`config.mk`:
```
export PLATFORM = sky130hd
export DESIGN_NAME = enigma_keyer
export DESIGN_NICKNAME = d
export VERILOG_FILES = /design/src/rtl/enigma_keyer.sv
export SDC_FILE = /design/constraint.sdc
export NUM_CORES = 1
export LEC_CHECK = 0
export CAP_MARGIN = 15
export CORE_AREA = 5 5 64 94
export CTS_CLUSTER_DIAMETER = 30
export CTS_CLUSTER_SIZE = 14
export DETAILED_ROUTE_END_ITERATION = 10
export DIE_AREA = 0 0 69 99
export GPL_TIMING_DRIVEN = 0
export HOLD_SLACK_MARGIN = 0.12
export PLACE_DENSITY = 0.74
export REMOVE_ABC_BUFFERS = 1
export SYNTH_ARGS = -nofsm -noshare
export SYNTH_HDL_FRONTEND = slang
export SYNTH_SLANG_ARGS = --single-unit
```
`constraint.sdc`:
```
create_clock -name clk -period 1.8 [get_ports clk]
set_clock_uncertainty 0.2 [all_clocks]
set_input_delay 0.54 -clock clk [delete_from_list [all_inputs] [get_ports clk]]
set_output_delay 0.54 -clock clk [all_outputs]
set_load 0.01 [all_outputs]
```
`src/rtl/enigma_keyer.sv`:
```
// enigma_keyer: types letters into an Enigma-style cipher core.
// Each accepted letter steps the rotors, holds the key for PRESS_CYCLES,
// captures the core's lamp output, then releases the key for RELEASE_CYCLES.
// The ciphered letter is offered through a one-deep valid/ready output buffer.
module enigma_keyer #(
    parameter int PRESS_CYCLES   = 1,   // 1..15
    parameter int RELEASE_CYCLES = 1    // 1..15
) (
    input  logic       clk,
    input  logic       restart,
    input  logic [4:0] in_letter,
    input  logic       in_valid,
    output logic       in_ready,
    input  logic       load,
    input  logic [4:0] start_l,
    input  logic [4:0] start_m,
    input  logic [4:0] start_r,
    output logic [4:0] key_bits,
    output logic [4:0] rot_l,
    output logic [4:0] rot_m,
    output logic [4:0] rot_r,
    input  logic [4:0] lamp,
    output logic [4:0] out_letter,
    output logic       out_valid,
    input  logic       out_ready,
    output logic       err
);

    localparam logic [4:0] NO_KEY     = 5'd31;
    localparam logic [4:0] LAST_POS   = 5'd25;
    localparam logic [3:0] PRESS_CNT  = 4'(PRESS_CYCLES);
    localparam logic [3:0] RELEASE_CNT = 4'(RELEASE_CYCLES);

    typedef enum logic [1:0] {
        IDLE    = 2'd0,
        PRESS   = 2'd1,
        RELEASE = 2'd2
    } state_t;

    state_t     state;
    logic [3:0] cnt;
    logic       accept;
    logic       letter_ok;

    // Out-of-range start positions fall back to the zero position.
    function automatic logic [4:0] clamp_pos(input logic [4:0] pos);
        return (pos > LAST_POS) ? 5'd0 : pos;
    endfunction

    // Advance one rotor position modulo 26.
    function automatic logic [4:0] inc_pos(input logic [4:0] pos);
        return (pos >= LAST_POS) ? 5'd0 : pos + 5'd1;
    endfunction

    // Letters are accepted only in IDLE with an empty output buffer; load
    // blocks acceptance so a rotor load always wins over a new letter.
    // Held low during restart, and rises as soon as restart is released.
    assign in_ready  = restart && (state == IDLE) && !out_valid && !load;
    assign accept    = in_valid && in_ready;
    assign letter_ok = (in_letter <= LAST_POS);

    // Keystroke FSM with rotors, key bus, output buffer and error pulse.
    // key_bits doubles as the latched letter, and rotors and key_bits are
    // written on the same edge so the core never sees a mixed state.
    always_ff @(posedge clk or negedge restart) begin
        if (!restart) begin
            state      <= IDLE;
            cnt        <= 4'd0;
            key_bits   <= NO_KEY;
            rot_l      <= 5'd0;
            rot_m      <= 5'd0;
            rot_r      <= 5'd0;
            out_letter <= 5'd0;
            out_valid  <= 1'b0;
            err        <= 1'b0;
        end else begin
            err <= 1'b0;

            // Consumer drains the output buffer.
            if (out_valid && out_ready) begin
                out_valid <= 1'b0;
            end

            case (state)
                IDLE: begin
                    key_bits <= NO_KEY;
                    if (load) begin
                        rot_l <= clamp_pos(start_l);
                        rot_m <= clamp_pos(start_m);
                        rot_r <= clamp_pos(start_r);
                    end else if (accept) begin
                        if (letter_ok) begin
                            key_bits <= in_letter;
                            cnt      <= PRESS_CNT;
                            state    <= PRESS;
                            // Odometer stepping: middle follows a right wrap,
                            // left follows a middle wrap in that same step.
                            rot_r    <= inc_pos(rot_r);
                            if (rot_r == LAST_POS) begin
                                rot_m <= inc_pos(rot_m);
                                if (rot_m == LAST_POS) begin
                                    rot_l <= inc_pos(rot_l);
                                end
                            end
                        end else begin
                            err <= 1'b1;
                        end
                    end
                end

                PRESS: begin
                    if (cnt == 4'd1) begin
                        // Capture the core's answer while the key is still down.
                        out_letter <= lamp;
                        out_valid  <= 1'b1;
                        key_bits   <= NO_KEY;
                        cnt        <= RELEASE_CNT;
                        state      <= RELEASE;
                    end else begin
                        cnt <= cnt - 4'd1;
                    end
                end

                RELEASE: begin
                    key_bits <= NO_KEY;
                    if (cnt == 4'd1) begin
                        state <= IDLE;
                    end else begin
                        cnt <= cnt - 4'd1;
                    end
                end

                default: begin
                    key_bits <= NO_KEY;
                    state    <= IDLE;
                end
            endcase
        end
    end

endmodule

```
======== Yosys cells after proc, flatten, opt, wreduce, memory -nomap -nowiden ========
Index checks and enable logic that the tools add are counted.
storage, ports and cells
  register bits ........................... 33
  word-level logic and storage cells ...... 92
cells by class
  $add $sub $neg .......................... 4
  magnitude comparators ................... 7
  eq/ne operators ......................... 11
  multiplexer cells ....................... 42
  reduce and logical (&&, ||, !) cells .... 19
operator list
  operator                                                  count
  2-to-1 mux 5 bit                                          22
  2-to-1 mux 4 bit                                          5
  adder 5 x 1 -> 5 bit, second input constant               3
  greater-or-equal comparator 5 bit, second input constant  3
  > comparator 5 bit, second input constant                 3
  AND reduction 5 bit                                       3
  != test 2 bit, second input constant                      6
  one-hot mux 4 bit (3 select lines)                        1
  == test 5 bit, second input constant                      2
  2-to-1 mux 2 bit                                          5
  one-hot mux 5 bit (2 select lines)                        1
  nonzero test 2 bit                                        4
  2-to-1 mux 1 bit                                          7
  one-hot mux 2 bit (3 select lines)                        1
  <= comparator 5 bit, second input constant                1
  logical AND 1 bit                                         5
  == test 4 x 1 -> 1 bit, second input constant             1
  AND reduction 4 bit                                       1
  subtractor 4 x 1 -> 4 bit, second input constant          1
  AND reduction 3 bit                                       1
  nonzero test 3 bit                                        1
  == test 2 x 1 -> 1 bit, second input constant             1
  == test 2 bit, second input constant                      1
  zero test 1 bit                                           2
  other kinds (2)                                           2

======== Logic depth before layout (Yosys ltp) ========
  depth in word-level cells ............... 8
  mapped depth ............................ 6

======== Least setup slack after synthesis ========
Ideal clock, no wire load.
  path type ............................... input port to flip-flop
  from .................................... input in_letter[1]
  to ...................................... register cnt[1]
  data arrival time ....................... 1.681 ns
  path slack .............................. -0.209 ns
  stages .................................. 4
  buffers on the path ..................... 0
  cells stage by stage .................... o211a_2 o31ai_4 and3_1 mux2_1
between the ends
  word-level cells in the longest chain between the ends .. 3
ends and longest elaborated chain
  what                           RTL line  source
  start, declared                11        input logic [4:0] in_letter,
  <= comparator 5 bit            60        assign letter_ok = (in_letter <= LAST_POS);
  != test 2 bit (no line)        -
  AND reduction 5 bit (no line)  -
  end signal, assigned           120       cnt <= cnt - 4'd1;
  end signal, assigned           129       cnt <= cnt - 4'd1;
  end, declared                  41        logic [3:0] cnt;
Every way passes these cells.
A chain may end at the register's enable or synchronous reset.

======== Final worst setup path ========
  from .................................... register state[1]
  to ...................................... output in_ready
between the ends
  word-level cells in the longest chain between the ends .. 4
ends and longest elaborated chain
  what                            RTL line  source
  start, declared                 40        state_t state;
  start signal, assigned          67        state <= IDLE;
  start signal, assigned          95        state <= PRESS;
  start signal, assigned          118       state <= RELEASE;
  zero test 2 bit                 58        assign in_ready = restart && (state == IDLE) && !out_valid && !load;
  logical AND 1 bit (3 in a row)  58
  end, declared                   13        output logic in_ready,
Every way passes these cells.

==> run_results.csv <==
group,metric,value,unit
yosys,number_of_flops_mapped_to_enable_cells_by_yosys,0,
run,max_cap_violations,0,
yosys,postSynthAreaPerCell,10.7,um2
power_and_ir_drop,switching_share,0.388,
place,pre_cts_ws,-1770,ps
place,gp_congestion,0.841,
timing,count_of_endpoints_failing_setup_in_the_final_report,26,
clock_network,cts_buffers,5,
timing,report.final.hold_viol_count,0,
yosys,synth_flop_cell,"dfrtp_1",
global_route,initial_antenna_violation_count,0,
min_path,worst_hold_path_type,"reg2reg",
timing,layout_worst_path_cycle_share,1.11,
yosys,synth_sequential_area_ratio,0.388,
die,chipWidth,69,um
route,drt_first_iter_violations,87,
power_and_ir_drop,power.share.combinational,0.647,
route,drt-wirelength-per-cell,16.8,um
route,vias_per_cell,5.56,
yosys,synth-async-reset-ratio,1.00,
route,wl,6220,um
route,route.vias.total,2063,
critical_path,timing.critical_path.from_type,"register",
timing,timing.setup.tns,-2660,ps
clock_network,tritoncts,"done",
global_route,grt.met1_usage,0.198,
yosys,main_combinational_cell_family_by_area_after_synthesis,"compound AO/OA/AOI/OAI gates",
timing,clock.fmax,500,MHz
place,dpl_cell_area,2750,um2
global_route,top_usage_layer,"met2",
yosys,synth.ff_latch_count,33,
global_route,grt_max_degree,34,
power_and_ir_drop,pwr-share-clk,0.107,
layout,fin_nets,346,
critical_path,worst-endpoint-required,1060,ps
yosys,synth.area.mux_share,0.0670,
power_and_ir_drop,total_leakage_power,1.46,nW
yosys,syn_area,2150,um2
die,design.die.area,6830,um2
die,rows,32,
route,drtAntennaViolNets,0,
route,dr.pass1.iters,4,
critical_path,worstPathArrival,1260,ps
clock_network,clock_sink_count,33,
critical_path,timing.critical_path.fanout_max,3,
layout,design_area,3360,um2
global_route,via_count_of_the_first_global_routing_pass,2152,
place,dp_hpwl,3850,um
yosys,yosys.area_share.adder,0.0758,
yosys,synth_area_leader_cell,"dfrtp_1",
clock_network,clk_latency,290,ps
yosys,yosys.area_share.simple,0.156,
clock_network,cts_max_path_buffers,2,
global_route,globalRoute.totalOverflow,0,
die,floorplan.die.height,99,um
power_and_ir_drop,peakVddDrop,0.000977,V
clock_network,cts-htree-levels,2,
outcome,result_of_the_run,"finished with violations",
global_route,globalRouteTotalUtil,0.184,
die,start_util,0.419,
layout,synthToLayoutAreaGrowth,56.6,%
yosys,yosys_warnings,0,
clock_network,clk_pin_slew_worst_paths,60,ps
yosys,synth_xor_xnor_area_share,0,
yosys,complex_gate_fraction_of_the_synthesized_area,0.262,
global_route,use_met2,0.341,
yosys,postSynthCellCount,200,
layout,antenna_cells_inserted,0,
critical_path,worstSetupEndpointType,"output port",
route,detail_route.drc_violations,0,
timing,final.setup.worst_slack,-199,ps
yosys,synth_area_leaders,"dfrtp_1, ha_1, dfstp_2, mux2_2, o2bb2ai_1",
power_and_ir_drop,power.switching,2.07,mW
critical_path,worstSetupPathType,"reg2out",
layout,post-route-util,0.656,
global_route,first_pass_grt_wire_length,10400,um
timing,period_minus_slack,2000,ps
critical_path,worstSetupStartpoint,"state[1]",
yosys,yosys.area.top_type_share,0.326,
timing,finalMaxSlewViolations,0,
power_and_ir_drop,power.density_cell_area,1590,nW/um2
clock_network,clock-root-buffer,"clkbuf_8",
outcome,failed_checks,"setup timing",
layout,post_route_cells_drive_above_1_share,0.455,
power_and_ir_drop,p_int,3.27,mW
timing,worst_slew_margin_rel,0.709,
critical_path,r2r-start,"rot_l[1]",
die,pin_count,58,
die,coreArea,5120,um2
yosys,synth_cell_type_count,58,
min_path,worst_hold_startpoint,"out_letter[3]",
place,input_output_buffers,57,
timing,setup_repair_after_global_routing_missed_its_margin,"true",
timing,tightest_slew,433,ps
power_and_ir_drop,reg_power_frac,0.245,
global_route,grt_use_met3,0.0490,
[state kept, by name, summed over array words and instances, names as in the netlist]
name,count
out_letter,5
err,1
out_valid,1
key_bits,5
rot_m,5
rot_r,5
state,2
rot_l,5
cnt,4
[final timing paths]
kind,endpoint,slack [ps],cells after the start
setup / recovery,in_ready,-200,5
hold / removal,out_letter[3],300,1
setup reg to reg,rot_l[3],-170,6
hold reg to reg,out_letter[3],300,1
max in group asynchronous,key_bits[3],550,3
min in group asynchronous,rot_l[1],600,3
[final cells by class]
cell class,count,area [um2]
Fill cell,442,1760
Multi-Input combinational cell,146,1410
Timing Repair Buffer,101,880
Sequential cell,33,838
Clock buffer,7,86.3
Tap cell,68,85.1
Inverter,16,60.1
[stage by stage]
step | std cells | total power, mW | hold slack, ps
2_1_floorplan | 195 | 2.75 | 44.4
3_3_place_gp | 320 | 3.62 | 288
3_5_place_dp | 320 | 3.66 | 295
4_1_cts | 360 | 4.87 | 304
5_1_grt | 371 | 5.73 | 323
6_report | 371 | 5.34 | 301
[power by group through the flow]
stage,Sequential [mW],Clock [mW],Combinational [mW]
2_1_floorplan,1.45,0,1.30
3_3_place_gp,1.40,0,2.22
3_5_place_dp,1.41,0,2.25
4_1_cts,1.29,0.584,2.99
5_1_grt,1.35,0.619,3.76
6_report,1.31,0.575,3.46
[Yosys cell counts (all sizes together), types with 2 or more instances]
master and count:
a211oi 2, a21oi 7, a22o 3, a22oi 2, a31o 2, a31oi 2, a32oi 5, and2 2
and3 5, and4b 2, buf 4, dfrtp 28, dfstp 5, ha 13, inv 16, mux2 11
mux2i 2, nand2 3, nand3 4, nand4 2, nor2 17, nor3 4, nor3b 2, o211ai 5
o21a 3, o21ai 7, o221ai 6, o22a 3, o2bb2a 2, o2bb2ai 10, o31ai 2, or2b 2
or4 3
[cells in the final DEF, fill, tap and decap left out, types with 3 or more instances in the layout]
cell type        instances
buf_4                   35
dfrtp_1                 23
clkdlybuf4s50_1         22
dlygate4sd2_1           21
nor2_1                  12
inv_1                   11
o2bb2ai_1                9
buf_6                    8
mux2_4                   7
ha_1                     7
buf_2                    7
a21oi_1                  6
clkbuf_8                 6
inv_2                    5
o211ai_1                 5
o221ai_1                 5
a32oi_1                  5
dfstp_2                  5
dfrtp_2                  5
nor3_1                   4
o21ai_2                  4
nand3_1                  4
and3_2                   4
mux2_2                   4
ha_2                     4
clkbuf_2                 4
nor2_4                   3
o22a_1                   3
or4_4                    3
a22o_1                   3
o21a_1                   3
o21ai_0                  3
[per-layer routing]
layer | part of all wire | vias up
met5 | 0 | -
met4 | 0.017 | 0
met3 | 0.048 | 10
met2 | 0.55 | 57
met1 | 0.39 | 1014
li1 | - | 982
[cell families after synthesis]
group                      after synthesis
buffers and inverters                   21
adders and majority gates               13
AOI/OAI and AO/OA                       66
and+or+nand+nor                         54
muxes                                   13
DFF                                     33
[critical path: stages, from the launching register on]
cell and delay (ps):
dfrtp_1 400, inv_2 80, ha_4 140, nand2b_4 70, nor3b_2 140, buf_2 140
[repair_timing]
action | 4_1_cts | 5_1_grt
hold buffers | 2 | 0
gates resized for setup | 95 | 42
endpoints found under the hold margin | 33 | 0
setup buffers | 31 | 12
pin swaps | 14 | 18
setup endpoints to repair | 60 | 39
No activity file was read; power rests on OpenSTA's default activity.
